## src/rtl/board_io_if.sv

```systemverilog
// Pin-side bundle for board_io: raw buttons in, debounced levels/press pulses out,
// LED requests and brightness in, gated LED pins out.
interface board_io_if #(
  parameter int LED_COUNT = 8,
  parameter int BTN_COUNT = 4,
  parameter int PWM_BITS  = 4
);
  logic [BTN_COUNT-1:0] btn_i;
  logic [BTN_COUNT-1:0] btn_o;
  logic [BTN_COUNT-1:0] btn_press_o;
  logic [LED_COUNT-1:0] led_i;
  logic [PWM_BITS-1:0]  led_bright_i;
  logic [LED_COUNT-1:0] led_o;

  modport slave (
    input  btn_i, led_i, led_bright_i,
    output btn_o, btn_press_o, led_o
  );

  modport master (
    output btn_i, led_i, led_bright_i,
    input  btn_o, btn_press_o, led_o
  );
endinterface

```

## src/rtl/board_io.sv

```systemverilog
// Board I/O conditioner: soc reset generator, button debouncer, LED PWM gating.
// Optional heartbeat on the top LED when BOARD_IO_HEARTBEAT_EN is defined.
module board_io #(
  parameter int LED_COUNT       = 8,
  parameter int BTN_COUNT       = 4,
  parameter int DEBOUNCE_CYCLES = 100000,
  parameter int POR_CYCLES      = 16,
  parameter int PWM_BITS        = 4,
  parameter int HB_BITS         = 26
) (
  input  logic       soc_clk_i,
  input  logic       soc_rst_ni,
  output logic       rst_o,
  board_io_if.slave  io
);

  localparam int DB_W  = $clog2(DEBOUNCE_CYCLES);
  localparam int POR_W = (POR_CYCLES > 1) ? $clog2(POR_CYCLES) : 1;
  localparam logic [DB_W-1:0]  DB_LAST  = DB_W'(DEBOUNCE_CYCLES - 1);
  localparam logic [POR_W-1:0] POR_LAST = POR_W'(POR_CYCLES - 1);

  if (DEBOUNCE_CYCLES < 2) begin : g_bad_debounce
    $error("board_io: DEBOUNCE_CYCLES must be >= 2");
  end
  if (POR_CYCLES < 1) begin : g_bad_por
    $error("board_io: POR_CYCLES must be >= 1");
  end
  if (PWM_BITS < 1) begin : g_bad_pwm
    $error("board_io: PWM_BITS must be >= 1");
  end
  if (HB_BITS < 1) begin : g_bad_hb
    $error("board_io: HB_BITS must be >= 1");
  end

  // ---------------------------------------------------------------------------
  // Reset generator
  // ---------------------------------------------------------------------------
  logic [1:0]       rst_sync_q;
  logic             rst_q, rst_d;
  logic [POR_W-1:0] por_cnt_q, por_cnt_d;

  always_comb begin
    rst_d     = rst_q;
    por_cnt_d = por_cnt_q;
    if (rst_sync_q[1] && rst_q) begin
      if (por_cnt_q == POR_LAST) begin
        rst_d     = 1'b0;
        por_cnt_d = '0;
      end else begin
        por_cnt_d = por_cnt_q + POR_W'(1);
      end
    end
  end

  // rst_q is preset asynchronously so the soc sees reset the moment the pin drops.
  always_ff @(posedge soc_clk_i or negedge soc_rst_ni) begin
    if (!soc_rst_ni) begin
      rst_sync_q <= 2'b00;
      rst_q      <= 1'b1;
      por_cnt_q  <= '0;
    end else begin
      rst_sync_q <= {rst_sync_q[0], 1'b1};
      rst_q      <= rst_d;
      por_cnt_q  <= por_cnt_d;
    end
  end

  assign rst_o = rst_q;

  // ---------------------------------------------------------------------------
  // Button debounce
  // ---------------------------------------------------------------------------
  logic [BTN_COUNT-1:0] btn_meta_q;
  logic [BTN_COUNT-1:0] btn_sync_q;
  logic [BTN_COUNT-1:0] btn_q, btn_d;
  logic [BTN_COUNT-1:0] press_q, press_d;
  logic [DB_W-1:0]      db_cnt_q [BTN_COUNT];
  logic [DB_W-1:0]      db_cnt_d [BTN_COUNT];

  always_comb begin
    btn_d   = btn_q;
    press_d = '0;
    for (int i = 0; i < BTN_COUNT; i++) begin
      db_cnt_d[i] = db_cnt_q[i];
      if (btn_sync_q[i] == btn_q[i]) begin
        db_cnt_d[i] = '0;
      end else if (db_cnt_q[i] == DB_LAST) begin
        btn_d[i]    = btn_sync_q[i];
        press_d[i]  = btn_sync_q[i];
        db_cnt_d[i] = '0;
      end else begin
        db_cnt_d[i] = db_cnt_q[i] + DB_W'(1);
      end
    end
  end

  // Synchronisers are held clear with the rest of the channel while the soc is in reset.
  always_ff @(posedge soc_clk_i or negedge soc_rst_ni) begin
    if (!soc_rst_ni) begin
      btn_meta_q <= '0;
      btn_sync_q <= '0;
      btn_q      <= '0;
      press_q    <= '0;
      for (int i = 0; i < BTN_COUNT; i++) db_cnt_q[i] <= '0;
    end else if (rst_q) begin
      btn_meta_q <= '0;
      btn_sync_q <= '0;
      btn_q      <= '0;
      press_q    <= '0;
      for (int i = 0; i < BTN_COUNT; i++) db_cnt_q[i] <= '0;
    end else begin
      btn_meta_q <= io.btn_i;
      btn_sync_q <= btn_meta_q;
      btn_q      <= btn_d;
      press_q    <= press_d;
      for (int i = 0; i < BTN_COUNT; i++) db_cnt_q[i] <= db_cnt_d[i];
    end
  end

  assign io.btn_o       = btn_q;
  assign io.btn_press_o = press_q;

  // ---------------------------------------------------------------------------
  // LED PWM
  // ---------------------------------------------------------------------------
  logic [PWM_BITS-1:0]  pwm_cnt_q;
  logic                 pwm_en;
  logic [LED_COUNT-1:0] led_q, led_d;

  // All-ones brightness is forced fully on; the compare alone would top out one step short.
  assign pwm_en = (io.led_bright_i == '1) || (pwm_cnt_q < io.led_bright_i);

`ifdef BOARD_IO_HEARTBEAT_EN
  logic [HB_BITS-1:0] hb_cnt_q;

  always_ff @(posedge soc_clk_i or negedge soc_rst_ni) begin
    if (!soc_rst_ni) begin
      hb_cnt_q <= '0;
    end else if (rst_q) begin
      hb_cnt_q <= '0;
    end else begin
      hb_cnt_q <= hb_cnt_q + HB_BITS'(1);
    end
  end

  always_comb begin
    led_d                = io.led_i & {LED_COUNT{pwm_en}};
    led_d[LED_COUNT-1]   = hb_cnt_q[HB_BITS-1];
  end
`else
  always_comb begin
    led_d = io.led_i & {LED_COUNT{pwm_en}};
  end
`endif

  always_ff @(posedge soc_clk_i or negedge soc_rst_ni) begin
    if (!soc_rst_ni) begin
      pwm_cnt_q <= '0;
      led_q     <= '0;
    end else if (rst_q) begin
      pwm_cnt_q <= '0;
      led_q     <= '0;
    end else begin
      pwm_cnt_q <= pwm_cnt_q + PWM_BITS'(1);
      led_q     <= led_d;
    end
  end

  assign io.led_o = led_q;

endmodule
```

## src/flat_wrapper.sv

```systemverilog
// flat-port wrapper written by rule: the top's interface ports become plain ports
module board_io_flat 
#(
  parameter int LED_COUNT       = 8,
  parameter int BTN_COUNT       = 4,
  parameter int DEBOUNCE_CYCLES = 100000,
  parameter int POR_CYCLES      = 16,
  parameter int PWM_BITS        = 4,
  parameter int HB_BITS         = 26
)
  (soc_clk_i, soc_rst_ni, rst_o, io_btn_i, io_led_i, io_led_bright_i, io_btn_o, io_btn_press_o, io_led_o);
  board_io_if #(.LED_COUNT(LED_COUNT), .BTN_COUNT(BTN_COUNT), .PWM_BITS(PWM_BITS)) io_i ();
  input  logic soc_clk_i;
  input  logic soc_rst_ni;
  output logic rst_o;
  input wire logic [$bits(io_i.btn_i)-1:0] io_btn_i;
  input wire logic [$bits(io_i.led_i)-1:0] io_led_i;
  input wire logic [$bits(io_i.led_bright_i)-1:0] io_led_bright_i;
  output wire logic [$bits(io_i.btn_o)-1:0] io_btn_o;
  output wire logic [$bits(io_i.btn_press_o)-1:0] io_btn_press_o;
  output wire logic [$bits(io_i.led_o)-1:0] io_led_o;
  assign io_i.btn_i = io_btn_i;
  assign io_i.led_i = io_led_i;
  assign io_i.led_bright_i = io_led_bright_i;
  assign io_btn_o = io_i.btn_o;
  assign io_btn_press_o = io_i.btn_press_o;
  assign io_led_o = io_i.led_o;
  board_io #(.LED_COUNT(LED_COUNT), .BTN_COUNT(BTN_COUNT), .DEBOUNCE_CYCLES(DEBOUNCE_CYCLES), .POR_CYCLES(POR_CYCLES), .PWM_BITS(PWM_BITS), .HB_BITS(HB_BITS)) u_core (.soc_clk_i(soc_clk_i), .soc_rst_ni(soc_rst_ni), .rst_o(rst_o), .io(io_i));
endmodule
```

## config.mk

```make
export PLATFORM = sky130hd
export DESIGN_NAME = board_io_flat
export DESIGN_NICKNAME = d
export VERILOG_FILES = /design/src/rtl/board_io_if.sv /design/src/rtl/board_io.sv /design/src/flat_wrapper.sv
export SDC_FILE = /design/constraint.sdc
export NUM_CORES = 1
export LEC_CHECK = 0
export ABC_AREA = 1
export BUFFER_PORTS_ARGS = -buffer_cell sky130_fd_sc_hd__buf_2
export CAP_MARGIN = 20
export CORE_ASPECT_RATIO = 0.8
export CORE_MARGIN = 4
export CORE_UTILIZATION = 45
export DETAILED_ROUTE_END_ITERATION = 12
export GPL_ROUTABILITY_DRIVEN = 0
export SYNTH_ARGS = -nofsm -noshare
export SYNTH_HDL_FRONTEND = slang
export SYNTH_SLANG_ARGS = --single-unit
```

## constraint.sdc

```tcl
create_clock -name soc_clk_i -period 2.3 [get_ports soc_clk_i]
set_input_delay 0.23 -clock soc_clk_i [delete_from_list [all_inputs] [get_ports soc_clk_i]]
set_output_delay 0.23 -clock soc_clk_i [all_outputs]
set_load 0.005 [all_outputs]
```

# ---- Yosys cells after proc, flatten, opt, wreduce, memory -nomap -nowiden
# Index checks and enable logic that the tools add are counted.
dict set report totals {
  reg_bits 103
  elab_cells 81
}
dict set report classes {
  addsub 6
  order_cmp 1
  eq_ne 14
  mux 32
  bitwise_logic 1
  n_reduce_logical 11
}
# cell n
set ops {}
lappend ops {{$mux 17} 8}
lappend ops {{$add 17x1->17 const B} 4}
lappend ops {{$eq 17x17->1 const B} 4}
lappend ops {{$mux 68} 1}
lappend ops {{$mux 4} 6}
lappend ops {{$mux 1} 16}
lappend ops {{$reduce_and 2->1} 5}
lappend ops {{$add 4x1->4 const B} 2}
lappend ops {{$and 8x8->8} 1}
lappend ops {{$eq 4x4->1 const B} 2}
lappend ops {{$mux 8} 1}
lappend ops {{$ne 2x1->1 const B} 4}
lappend ops {{$reduce_bool 2->1} 4}
lappend ops {{$eq 1x1->1} 4}
lappend ops {{$lt 4x4->1} 1}
lappend ops {{$logic_and 1x1->1} 1}
lappend ops {{$logic_or 1x1->1} 1}

# ---- Logic depth before layout (Yosys ltp)
dict set report depth {
  word_depth 4
  depth_mapped 9
}

# ---- Least setup slack after synthesis
# OpenSTA, ideal clock, no wires.
dict set report synth_path {
  path_kind {flip-flop to flip-flop}
  from {register u_core.db_cnt_q[51] (netlist bit)}
  to {register u_core.db_cnt_q[65] (netlist bit)}
  t_arrival_ps 1194
  path_slack_ps 988
  stages_incl_launch_ff 9
  path_buffers 0
  period_less_slack_ps 1312
  cell_sequence {dfrtp_1 > ha_1 > nand2_1 > nor2_2 > nand2_1 > nor2_1 > nand4_1 > nand2_1 > nor2_1}
}
dict set report synth_between {
  elab_chain_len 4
}
# element line_no
set synth_rtl {}
lappend synth_rtl {{from (decl)} board_io.sv:77} ;# logic [DB_W-1:0] db_cnt_q [BTN_COUNT];
lappend synth_rtl {{$add 17x1->17 / $eq 17x17->1 (equally long branches)} {board_io.sv:92, board_io.sv:87}}
lappend synth_rtl {{$mux 17 *} board_io.sv:87} ;# end else if (db_cnt_q[i] == DB_LAST) begin
lappend synth_rtl {{$mux 17 *} board_io.sv:85} ;# if (btn_sync_q[i] == btn_q[i]) begin
lappend synth_rtl {{$mux 68 *} board_io.sv:105} ;# end else if (rst_q) begin
# Mark *: on every way between the ends. The rest lies on a longest branch, timed or not.
# A chain may end at the register's enable or synchronous reset.

# ---- Worst setup path in the final report
dict set report layout_path {
  from {register u_core.rst_q (netlist: u_core.rst_o)}
  to {output rst_o}
}
# element line_no
set layout_lines {}
lappend layout_lines {{from (decl)} board_io.sv:39} ;# logic rst_q, rst_d;
lappend layout_lines {{from (signal assigned)} board_io.sv:63} ;# rst_q <= rst_d;
lappend layout_lines {{to (decl)} flat_wrapper.sv:15} ;# output logic rst_o;
# No word-level cell between the ends.

==> reports/qor.yml <==
ys_seq_elements: 103
swShare: 0.219
yosysWarnings: 0
slew_viol_final: 0
dr.pass1.iters: 6
fmaxAchievable_mhz: 610
layout-drive-gt1-share: 0.126
fin_nets: 739
nFillCells: 1087
avgViaCountPerCell: 4.95
drt_iter0_drc: 248
finalHoldViolCount: 0
clk_latency_ps: 340
grt_pass1_wl_um: 18900
hp-class: "in2reg"
htree_levels: 3
clk_pin_slew_ps: 70
grt-ovfl-total: 0
end_kind: "output port"
multi_input_area_um2: 2360
hpwlAfterDp_um: 7680
required_ps: 2070
finalWorstPathRequiredPeriod_ps: 1640
grt_max_degree: 42
yosys.area_share.simple: 0.340
cts_inserted_buffers: 9
arrival_ps: 1410
rsz0062_at_grt: "false"
drv_cap: 0
regArea_um2: 2580
synth_cell_type_count: 35
fp.coreArea_um2: 11500
power_frac_clock: 0.447
synthTopCellsByArea: "dfrtp_1, nor2_1, nand2_1, inv_1, nand3_1"
synth_area_leader_cell: "dfrtp_1"
antenna_found_initial: 0
setup_violations: 0
rr_worst_depth: 8
status: "finished, final reports clean"
cts_tree: "built"
syn_to_final_growth_pct: 12.3
wl_per_cell_um: 12.4
cts_resized: 0
crit_fanout: 13
async_flop_share: 1.00
initial_core_util: 0.460
syn_inst: 671
power.static_leakage_nw: 2.72
synth-xor-area-share: 0.0430
routed_wl_um: 10700
seqPwrFrac: 0.513
synth_edf_count: 0
clock_path_buffers: 2
setup_tns_ps: 0
port_buffers: 34
min_period_over_period: 0.713
die_area_um2: 13600
preCtsSetupSlack_ps: 752
first_global_vias: 4161
worst_setup_path_start_kind: "flip-flop"
cts-root-buf: "clkbuf_16"
synthAdderAreaFrac: 0.0212
synth-compound-area-share: 0.0404
timing.final.ws_setup_ps: 661
syn_area_um2: 5300
ant_nets: 0
avgSynthCellArea_um2: 7.90
grt_usage: 0.170
fp.dieH_um: 105
die-width_um: 129
peakVddDrop_v: 0.000400
diodes: 0
ys_seq_area_frac: 0.486
min_path_cells: 3
synthFlopType: "dfrtp_1"
critical_path_class: "reg2out"
vias: 4275
io_pins: 35
skew_ps: 5.66
synth_nets: 698
std_cell_rows: 35
synth_top_family_by_area: "simple AND/OR/NAND/NOR gates"
p_int_mw: 2.84
power_switching_mw: 0.796
synth_mux_area_frac: 0
p_total_mw: 3.64
p_comb_frac: 0.041
power.density_nw_per_um2: 611
yosys.area.top_type_share: 0.481
cts.sinks: 103
drc: 0
[area by class of cell]
class	count	area share
flip-flops and latches	103	0.433
clock buffers	9	0.0378
repair buffers	39	0.0378
well taps	148	0.0311
clock inverters	6	0.0145
inverters	78	0.0492
multi-input cells	481	0.397
[what timing repair did]
item	CTS	global route
hold buffers	1	0
hold endpoints to repair	30	0
buffers inserted	0	0
[cell usage after synthesis (all sizes together), types with 3 or more instances]
library cell and instances:
a21oi 20, buf 8, dfrtp 102, ha 9, inv 78, nand2 142
nand3 54, nand3b 3, nand4 13, nor2 166, nor3 24, nor3b 3
o21ai 11, o21bai 6, xnor2 7, xor2 19
[registers in the layout (all words and copies together) (netlist names)]
signal and flops:
u_core.db_cnt_q 68, u_core.io.led_o 8, u_core.btn_meta_q 4, u_core.btn_sync_q 4, u_core.io.btn_o 4, u_core.io.btn_press_o 4
u_core.por_cnt_q 4, u_core.pwm_cnt_q 4, u_core.rst_sync_q 2, u_core.rst_o 1
[routing by layer]
layer / vias up / global-route usage / share of wire
met4: 0 / 0.0457 / 0.010
met1: 1998 / 0.237 / 0.49
li1: 2190 / - / -
met3: 13 / 0.0388 / 0.037
met2: 74 / 0.264 / 0.46
met5: - / 0 / 0
[critical path, cell delays in order, from the launching register on]
cell	delay, ps
dfstp_2	670
buf_4	250
buf_2	140
[final timing paths]
check                                                     endpoint  slack, ps                            from
min in group asynchronous       u_core.io.btn_press_o[1]$_DFF_PN0_        380                      soc_rst_ni
worst max register to register       u_core.db_cnt_q[65]$_DFF_PN0_        750   u_core.db_cnt_q[51]$_DFF_PN0_
worst min-delay path                u_core.btn_meta_q[3]$_DFF_PN0_         90                     io_btn_i[3]
worst max-delay path                                         rst_o        660        u_core.rst_o$_DFFE_PN1P_
max in group asynchronous           u_core.btn_meta_q[3]$_DFF_PN0_       1310                      soc_rst_ni
worst min register to register      u_core.rst_sync_q[1]$_DFF_PN0_        350  u_core.rst_sync_q[0]$_DFF_PN0_
[power groups by stage]
stage	registers, mW	clock network (mW)	logic [mW]
6_report	1.87	1.63	0.148
5_1_grt	1.87	1.74	0.173
4_1_cts	1.87	1.66	0.154
3_5_place_dp	1.90	0	0.152
3_3_place_gp	1.90	0	0.149
2_1_floorplan	1.90	0	0.0724
[cells in the final DEF, fill, tap and decap left out, types with 2 or more instances in the layout]
cell and n:
bufinv_16 2, ha_1 9, clkinv_2 2, nand3b_1 3, buf_2 33, nand2_2 4
o21ai_0 5, nand3_2 6, nor2_2 8, nor2_4 2, nand2_4 2, o21ai_1 6
o21bai_1 6, nor3_2 3, buf_4 4, inv_1 71, nor3_1 21, xnor2_1 7
xor2_1 19, inv_2 7, nand4_1 13, nand2_1 136, a21oi_1 18, nand3_1 47
nor3b_1 3, clkbuf_16 9, a21oi_2 2, dfrtp_1 102, nor2_1 156
[through the flow]
| stage | instance area [µm²] | hold slack [ps] | instances | utilization |
|---|---|---|---|---|
| final | 5950 | 93.6 | 864 | 0.517 |
| after global placement | 5630 | 214 | 848 | 0.489 |
| after CTS | 5950 | 82.5 | 864 | 0.517 |
| after detailed placement | 5630 | 224 | 848 | 0.489 |
| after global routing | 5950 | 97.6 | 864 | 0.517 |
| after floorplan | 5300 | -65.6 | 671 | - |
[cells by family after synthesis]
family          count (synthesis)
compound gates                 38
xor+xnor                       26
fa+ha+maj                       9
buf+inv                        87
flops                         103
other cells                     1
simple gates                  407
No activity file was read; power rests on OpenSTA's default activity.
